### src/rtl/instr_fetch_unit.sv
// instr_fetch_unit: PC generation, instruction memory requests, fetch buffer and redirect flush
module instr_fetch_unit #(
   parameter int ADDR_W = 16,
   parameter int INSTR_W = 16,
   parameter logic [ADDR_W-1:0] RESET_PC = '0,
   parameter int DEPTH = 2
) (
   input  logic               clk,
   input  logic               reset,
   output logic               imem_req,
   output logic [ADDR_W-1:0]  imem_addr,
   input  logic [INSTR_W-1:0] imem_rdata,
   output logic [INSTR_W-1:0] instr,
   output logic [ADDR_W-1:0]  instr_pc,
   output logic               instr_valid,
   input  logic               dec_ready,
   input  logic               redirect,
   input  logic [ADDR_W-1:0]  redirect_pc
);
   localparam int PW = $clog2(DEPTH);
   localparam int CW = $clog2(DEPTH + 1);
   logic [ADDR_W-1:0] pc_q, pc_d, inflight_pc_q, inflight_pc_d;
   logic inflight_q, inflight_d;
   logic [PW-1:0] rd_q, rd_d, wr_q, wr_d;
   logic [CW-1:0] cnt_q, cnt_d;
   logic [CW:0] occ;
   logic pop, push;
   logic [ADDR_W-1:0] buf_pc_q [DEPTH];
   logic [ADDR_W-1:0] buf_pc_d [DEPTH];
   logic [INSTR_W-1:0] buf_instr_q [DEPTH];
   logic [INSTR_W-1:0] buf_instr_d [DEPTH];

   always_comb begin
      instr_valid = cnt_q != '0;
      instr = instr_valid ? buf_instr_q[rd_q] : '0;
      instr_pc = instr_valid ? buf_pc_q[rd_q] : '0;
      pop = instr_valid & dec_ready & ~redirect;
      push = inflight_q & ~redirect;
      occ = (CW+1)'(cnt_q) + (CW+1)'(inflight_q) - (CW+1)'(pop);
      imem_req = ~reset & ~redirect & (occ < (CW+1)'(DEPTH));
      imem_addr = pc_q;
      pc_d = redirect ? redirect_pc : imem_req ? pc_q + ADDR_W'(1) : pc_q;
      inflight_d = imem_req;
      inflight_pc_d = imem_req ? pc_q : inflight_pc_q;
      cnt_d = redirect ? '0 : cnt_q + CW'(push) - CW'(pop);
      rd_d = redirect ? '0 : rd_q + PW'(pop);
      wr_d = redirect ? '0 : wr_q + PW'(push);
      buf_pc_d = buf_pc_q;
      buf_instr_d = buf_instr_q;
      if (push) begin
         buf_pc_d[wr_q] = inflight_pc_q;
         buf_instr_d[wr_q] = imem_rdata;
      end
   end

   always_ff @(posedge clk) begin
      if (reset) begin
         pc_q <= RESET_PC;
         inflight_q <= 1'b0;
         inflight_pc_q <= '0;
         rd_q <= '0;
         wr_q <= '0;
         cnt_q <= '0;
      end else begin
         pc_q <= pc_d;
         inflight_q <= inflight_d;
         inflight_pc_q <= inflight_pc_d;
         rd_q <= rd_d;
         wr_q <= wr_d;
         cnt_q <= cnt_d;
      end
   end

   always_ff @(posedge clk) begin
      buf_pc_q <= buf_pc_d;
      buf_instr_q <= buf_instr_d;
   end
endmodule
### config.mk
export PLATFORM = sky130hd
export DESIGN_NAME = instr_fetch_unit
export DESIGN_NICKNAME = d
export VERILOG_FILES = /design/src/rtl/instr_fetch_unit.sv
export SDC_FILE = /design/constraint.sdc
export NUM_CORES = 1
export LEC_CHECK = 0
export ABC_AREA = 1
export CAP_MARGIN = 15
export CORE_MARGIN = 2
export CORE_UTILIZATION = 40
export CTS_BUF_LIST = sky130_fd_sc_hd__clkbuf_8
export DETAILED_ROUTE_END_ITERATION = 12
export GPL_TIMING_DRIVEN = 0
export PLACE_DENSITY = 0.67
export SLEW_MARGIN = 15
export SYNTH_ARGS = -nofsm -noshare
export SYNTH_HDL_FRONTEND = slang
export SYNTH_SLANG_ARGS = --single-unit
### constraint.sdc
create_clock -name clk -period 3.93 [get_ports clk]
set_input_delay 0.9825 -clock clk [delete_from_list [all_inputs] [get_ports clk]]
set_output_delay 0.9825 -clock clk [all_outputs]
set_load 0.01 [all_outputs]
==> summary.txt, run 1 <==
STATUS
----------------------------------------------------------------------------------------
Outcome ...................................................................    completed

YOSYS
----------------------------------------------------------------------------------------
Compound-gate portion of the synthesized area .............................        10.2%
Fraction of the mapped netlist area in adder cells ........................        1.62%
Syn Nets ..................................................................          503
Sequential-to-total area share from yosys stat ............................        61.6%
Number of synthesized register bits .......................................          101
Portion of netlist area occupied by mux cells .............................           0%
Area of the mapped netlist ................................................     4320 µm²
Parity-gate share of the synthesized area counting xor and xnor cells .....       0.811%
Yosys warning count .......................................................            0
Post-synthesis share of cell area spent on and, or, nand and nor gates ....        19.5%
Syn Inst Count ............................................................          462
Largest family of logic cells by synthesized area ......................... simple AND/OR/NAND/NOR gates
Number of distinct standard cells referenced by the synthesized netlist ...           32
Post-Synthesis Mean Instance Area .........................................     9.35 µm²

TIMING
----------------------------------------------------------------------------------------
Final Slew Violations .....................................................            0
Unrepaired setup endpoints after global routing ...........................           no
Worst slack on hold paths .................................................     0.464 ns
Min cycle time layout .....................................................      3.80 ns
Relative max-transition margin ............................................        46.5%
Hold Violations, Final ....................................................            0
Number of failing setup endpoints in the final timing report ..............            0
Fmax ......................................................................      263 MHz
Clock skew after layout ...................................................    0.0100 ns
Slew @ Worst Pin ..........................................................     0.803 ns
Setup TNS .................................................................         0 ns
Final critical-path share of the clock period .............................        96.6%

CELLS AND AREA
----------------------------------------------------------------------------------------
Relative area change from synthesis to final layout .......................        29.2%
Post-layout net count .....................................................          599
Count of filler cells inserted in the layout ..............................          993
Final Instance Count excl. Fillers ........................................          699
Commonest non-fill, non-tap cell in the layout ............................      nand2_1
Fraction of layout instances using a drive strength above 1 ...............        6.75%
Final cell utilization of the core ........................................        53.6%
Commonest cells after routing, fill and taps aside ........................ 128 x nand2_1, 83 x clkdlybuf4s50_1, 64 x edfxtp_1
Count of antenna diodes in the layout .....................................            0

DETAILED ROUTING
----------------------------------------------------------------------------------------
Vias after detailed routing ...............................................         3429
Mean number of vias per cell ..............................................         4.91
Mean routed wirelength per cell ...........................................      14.2 µm
Number of search-and-repair iterations in the first detailed-routing pass .            4
Violation count after the first detailed-route iteration ..................          274
Sum of routed wire length over all layers .................................      9950 µm
Number of routed nets with antenna violations .............................            0
Final routed DRC violation total ..........................................            0

CLOCKING
----------------------------------------------------------------------------------------
Clk Latency, worst-skew pair ..............................................      0.36 ns
Total CTS buffers .........................................................            9
Cell at the root of the clock tree ........................................     clkbuf_8
CTS tree ..................................................................         done
Buffer levels on the longest clock path ...................................            2
Clock-pin transition on the worst setup and hold timing paths .............      0.10 ns
Number of levels the H-tree was split into ................................            3
Number of clock sinks .....................................................          101

CRITICAL PATH
----------------------------------------------------------------------------------------
Max Fanout on Critical Path ...............................................           10
Critical path endpoint category ...........................................  output port
Setup crit start kind .....................................................    input pin
Data arrival, critical path ...............................................      2.81 ns
Startpoint-to-endpoint class of the critical path ......................... input pin to output port
Data required time at the worst endpoint ..................................      2.95 ns

GRT
----------------------------------------------------------------------------------------
Maximum number of pins on one net before global-route repair ..............           33
Number of global-route vias before repair .................................         3346
Global router's overall resource usage ....................................        17.9%
Total congestion overflow .................................................            0
Global-route wire length before repair ....................................     16100 µm
Initial antenna violation count ...........................................            0

JOB
----------------------------------------------------------------------------------------
Count of max-cap constraint violations ....................................            0

FLOORPLANNING
----------------------------------------------------------------------------------------
Full die area .............................................................    11700 µm²
Standard-cell row count ...................................................           37
Top-Level Pins ............................................................           86
Core Region ...............................................................    10400 µm²
Die extent in x ...........................................................       108 µm
Initial core utilization ..................................................        41.5%
Die extent in y ...........................................................       108 µm

PLACED DESIGN
----------------------------------------------------------------------------------------
Dpl cells .................................................................          683
Global placer's final weighted congestion .................................        0.833
Total half-perimeter wirelength after legalization and detailed placement .      7000 µm
Input/output buffers ......................................................           85

POWER AND IR DROP
----------------------------------------------------------------------------------------
Power density cells .......................................................   379 nW/µm²
Sum of internal, switching and leakage power ..............................      2.11 mW
Worst vdd ir ..............................................................     0.167 mV
Static leakage ............................................................      2.09 nW

MIN PATH
----------------------------------------------------------------------------------------
Type of the worst min-delay path .......................................... register to register

[state kept, by name (all words and copies together) (netlist names)]
name	cells
rd_q	1
buf_pc_q	32
inflight_pc_q	16
wr_q	1
inflight_q	1
buf_instr_q	32
imem_addr	16
cnt_q	2
[layer usage]
layer	track usage (%)	share of wire (%)
met1	23.9	46
met2	29.1	46
met3	3.38	6.8
met4	6.50	1.4
met5	0	0
[where the power goes]
group          internal (mW)  switching, mW
Sequential              1.16         0.0278
Clock                  0.363          0.361
Combinational         0.0964          0.103
[metrics by stage]
stage               cell area [µm²]  setup WS, ns
finish                         5580         0.134
global route                   5580        0.0357
CTS                            5590        0.0203
detailed placement             5350        -0.892
global placement               5340        -0.858
floorplan                      4320         0.420
[logic make-up after synthesis]
group	Yosys count
buffers and inverters	65
and+or+nand+nor	204
xor gates and xnor gates	4
DFF	101
AOI/OAI and AO/OA	83
adders and majority gates	5
[worst max-delay path, cell delays in order]
cell and delay [ns]:
dlygate4sd2_1 0.27, buf_6 0.15, buf_4 0.17, o21ai_0 0.16, nand3_1 0.12, fa_1 0.49, inv_1 0.06, nor2_4 0.11
nand2_2 0.10, inv_6 0.07, clkbuf_2 0.12
[cell type report]
cell class / count / area (µm²) / share of cell area, %
timing repair buffer: 86 / 852 / 15.3
sequential: 101 / 2660 / 47.7
multi-input combinational: 296 / 1400 / 25.0
tap: 136 / 170 / 3.05
inverter: 44 / 173 / 3.09
buffer: 20 / 105 / 1.88
clock inverter: 7 / 98.8 / 1.77
clock buffer: 9 / 124 / 2.22
[synthesized netlist by cell type]
cell type,n,share of area [%]
inv_4,1,0.14
o21ai_0,21,2.4
nor3_1,2,0.23
clkbuf_2,1,0.12
o211a_1,1,0.23
nand2_4,1,0.26
a22oi_1,2,0.35
clkbuf_1,13,1.1
buf_2,5,0.58
xor2_1,2,0.41
nand2_1,129,11
o21a_1,1,0.17
a21oi_1,53,6.1
ha_1,4,1.2
nand3b_1,1,0.17
nor2_4,2,0.52
nor2_1,39,3.4
fa_1,1,0.46
inv_1,39,3.4
edfxtp_1,64,44
dfxtp_1,37,17
nor3_2,1,0.23
nand2_2,2,0.29
buf_6,2,0.52
o21bai_1,1,0.17
a211oi_1,4,0.69
inv_2,3,0.26
nand4_1,3,0.43
nor2_2,1,0.14
xnor2_1,2,0.41
nand3_1,23,2.7
clkinv_1,1,0.087
[repair_timing]
item | in CTS | in global routing
setup endpoints to repair | 1 | 1
hold buffers | 0 | 0
buffers inserted | 1 | 0
gates resized for setup | 9 | 1
[path summary, 6_finish.rpt]
kind	start	endpoint	slack, ns	depth (start not counted)
setup / recovery	redirect	imem_req	0.13	11
hold / removal	inflight_pc_q[10]	buf_pc_q[10]	0.46	0
setup reg to reg	cnt_q[1]	imem_addr[10]	1.29	14
hold reg to reg	inflight_pc_q[10]	buf_pc_q[10]	0.46	0
No activity file was read; power rests on OpenSTA's default activity.
==> run 2, diff against run 1 <==
CAP_MARGIN = 20   (was 15)
CORE_MARGIN = 1   (was 2)
DONT_BUFFER_PORTS = 1   (was not set)
PLACE_DENSITY = 0.56   (was 0.67)
==> run 2 against run 1 <==
Against the previous run: sequential share of layout area is 8.5 points higher; first-iteration DRC count shrank 44%; worst hold slack better by 0.0025 ns; critical path type unchanged; highest routed layer unchanged; count of clock-buffer cells in the layout unchanged.
==> summary.txt, run 2 (same netlist as run 1, synthesis figures left out) <==
CRITICAL PATH
----------------------------------------------------------------------------------------
Register-to-register path setup slack .....................................      1.30 ns   was 1.29 ns
Setup crit start kind .....................................................    input pin   unchanged
Data required time at the worst endpoint ..................................      2.95 ns   about the same
Critical path endpoint category ...........................................  output port   unchanged
Reg2Reg Capture Point ..................................................... imem_addr[12]   was imem_addr[10]
Max Fanout on Critical Path ...............................................           10   unchanged
Critical R2R Launch .......................................................     cnt_q[1]   unchanged
Depth of the worst register-to-register path ..............................           13   was 14
Startpoint-to-endpoint class of the critical path ......................... input pin to output port   unchanged
Data arrival, critical path ...............................................      2.81 ns   about the same

CLOCKING
----------------------------------------------------------------------------------------
Buffer levels on the longest clock path ...................................            2   unchanged
CTS tree ..................................................................         done   unchanged
Clock-pin transition on the worst setup and hold timing paths .............      0.10 ns   about the same
Number of hold buffers added after cts ....................................            0   unchanged
Cell at the root of the clock tree ........................................     clkbuf_8   unchanged
Number of clock sinks .....................................................          101   unchanged
Total CTS buffers .........................................................            9   unchanged
Number of levels the H-tree was split into ................................            3   unchanged
Clk Latency, worst-skew pair ..............................................      0.36 ns   about the same

CELLS AND AREA
----------------------------------------------------------------------------------------
Relative area change from synthesis to final layout .......................        9.55%   was 29.2%
Commonest non-fill, non-tap cell in the layout ............................      nand2_1   unchanged
Fraction of layout instances using a drive strength above 1 ...............        7.92%   was 6.75%
Post-layout net count .....................................................          516   was 599
Count of antenna diodes in the layout .....................................            0   unchanged
Registers with the most flip-flops ........................................ buf_instr_q: 32 flops, buf_pc_q: 32 flops   unchanged
Final cell utilization of the core ........................................        45.5%   was 53.6%
Commonest cells after routing, fill and taps aside ........................ 129 x nand2_1, 64 x edfxtp_1, 53 x a21oi_1   was 128 x nand2_1, 83 x clkdlybuf4s50_1, 64 x edfxtp_1

STATUS
----------------------------------------------------------------------------------------
Outcome ...................................................................    completed   unchanged

POWER AND IR DROP
----------------------------------------------------------------------------------------
Clock power share .........................................................        31.6%   was 34.2%
Combinational power share .................................................         6.4%   was 9.4%
Cell Int Power ............................................................      1.44 mW   was 1.62 mW
Worst vdd ir ..............................................................     0.172 mV   was 0.167 mV
Relative contribution of sequential cells to total power ..................        61.9%   was 56.3%
Net Sw Power ..............................................................     0.492 mW   was 0.491 mW
Power density cells .......................................................   409 nW/µm²   was 379 nW/µm²
Static leakage ............................................................      1.78 nW   was 2.09 nW
Sw Share ..................................................................        25.4%   was 23.2%

GRT
----------------------------------------------------------------------------------------
Total congestion overflow .................................................            0   unchanged
Maximum number of pins on one net before global-route repair ..............           21   was 33
Global-route wire length before repair ....................................     15400 µm   was 16100 µm
Initial antenna violation count ...........................................            0   unchanged
Global router's overall resource usage ....................................        17.9%   about the same
Number of global-route vias before repair .................................         2995   was 3346

TIMING
----------------------------------------------------------------------------------------
Fmax ......................................................................      264 MHz   was 263 MHz
Clock skew after layout ...................................................    0.0157 ns   was 0.0100 ns
Final critical-path share of the clock period .............................        96.6%   about the same
Setup TNS .................................................................         0 ns   unchanged
Number of failing setup endpoints in the final timing report ..............            0   unchanged
Min cycle time layout .....................................................      3.79 ns   was 3.80 ns
Hold Violations, Final ....................................................            0   unchanged
Slew @ Worst Pin ..........................................................     0.553 ns   was 0.803 ns
Final Slew Violations .....................................................            0   unchanged
Relative max-transition margin ............................................        63.2%   was 46.5%
Unrepaired setup endpoints after global routing ...........................           no   unchanged

MIN PATH
----------------------------------------------------------------------------------------
End point of the worst hold path .......................................... buf_pc_q[29]   was buf_pc_q[10]
Type of the worst min-delay path .......................................... register to register   unchanged
Worst Hold Depth ..........................................................            0   unchanged
Hold Path Origin .......................................................... inflight_pc_q[13]   was inflight_pc_q[10]

JOB
----------------------------------------------------------------------------------------
Count of max-cap constraint violations ....................................            0   unchanged

DETAILED ROUTING
----------------------------------------------------------------------------------------
Violation count after the first detailed-route iteration ..................          154   was 274
Number of search-and-repair iterations in the first detailed-routing pass .            4   unchanged
Number of routed nets with antenna violations .............................            0   unchanged
Sum of routed wire length over all layers .................................      9450 µm   was 9950 µm
Mean number of vias per cell ..............................................         4.95   was 4.91
Mean routed wirelength per cell ...........................................      15.3 µm   was 14.2 µm
Final routed DRC violation total ..........................................            0   unchanged
Vias after detailed routing ...............................................         3050   was 3429

FLOORPLANNING
----------------------------------------------------------------------------------------
Standard-cell row count ...................................................           37   unchanged
Die extent in y ...........................................................       106 µm   was 108 µm
Core Region ...............................................................    10400 µm²   unchanged
Initial core utilization ..................................................        41.5%   unchanged
Die extent in x ...........................................................       106 µm   was 108 µm
Top-Level Pins ............................................................           86   unchanged
Full die area .............................................................    11200 µm²   was 11700 µm²

PLACED DESIGN
----------------------------------------------------------------------------------------
Input/output buffers ......................................................            0   was 85
Total half-perimeter wirelength after legalization and detailed placement .      6720 µm   was 7000 µm
Global placer's final weighted congestion .................................        0.903   was 0.833

-- run 2: worst max path at each step --
stage | startpoint | endpoint | slack [ns] | depth (start not counted)
floorplan | redirect | imem_req | 0.42 | 10
global placement | redirect | imem_req | 0.15 | 10
detailed placement | redirect | imem_req | 0.1 | 10
CTS | redirect | imem_req | 0.09 | 10
global route | redirect | imem_req | 0.01 | 10
finish | redirect | imem_req | 0.14 | 10
-- run 2: power groups by stage --
stage	logic, mW	clock network, mW	registers (mW)
floorplan	0.0930	0	1.21
CTS	0.125	0.624	1.20
global route	0.143	0.673	1.20
global placement	0.119	0	1.22
detailed placement	0.124	0	1.22
finish	0.125	0.612	1.20
-- run 2: per-layer routing --
layer	GRT usage (%)	share of wire, %
met1	24.0	48
met2	28.4	45
met3	4.84	6.8
met4	5.26	0.56
met5	0	0
-- run 2: final cells by class --
class / instances / area [µm²]
repair buffers: 2 / 55.1
clock buffers: 9 / 124
inverters: 44 / 168
multi-input cells: 296 / 1400
well taps: 136 / 170
plain buffers: 21 / 104
fillers: 1011 / 5680
flip-flops and latches: 101 / 2660
clock inverters: 7 / 56.3
-- run 2: through the flow --
| step | instances | setup WS [ns] | total power [mW] | hold WS [ns] | area (µm²) |
|---|---|---|---|---|---|
| 2_1_floorplan | 462 | 0.420 | 1.30 | 0.420 | 4320 |
| 3_3_place_gp | 598 | 0.154 | 1.34 | 0.434 | 4490 |
| 3_5_place_dp | 600 | 0.0970 | 1.35 | 0.442 | 4550 |
| 4_1_cts | 616 | 0.0929 | 1.95 | 0.467 | 4730 |
| 5_1_grt | 616 | 0.0131 | 2.02 | 0.478 | 4730 |
| 6_report | 616 | 0.135 | 1.93 | 0.466 | 4730 |
-- run 2: repair_timing --
item | 4_1_cts | 5_1_grt
buffers inserted | 0 | 0
gates resized for setup | 0 | 1
endpoints found under the setup margin | 0 | 1
-- run 2: critical path, cell delays in order --
cell and delay [ns]:
buf_2 0.16, buf_2 0.21, o21ai_0 0.18, nand3_1 0.11, fa_1 0.51, inv_1 0.07, nor2_4 0.11, nand2_2 0.07
inv_2 0.14, clkbuf_4 0.26
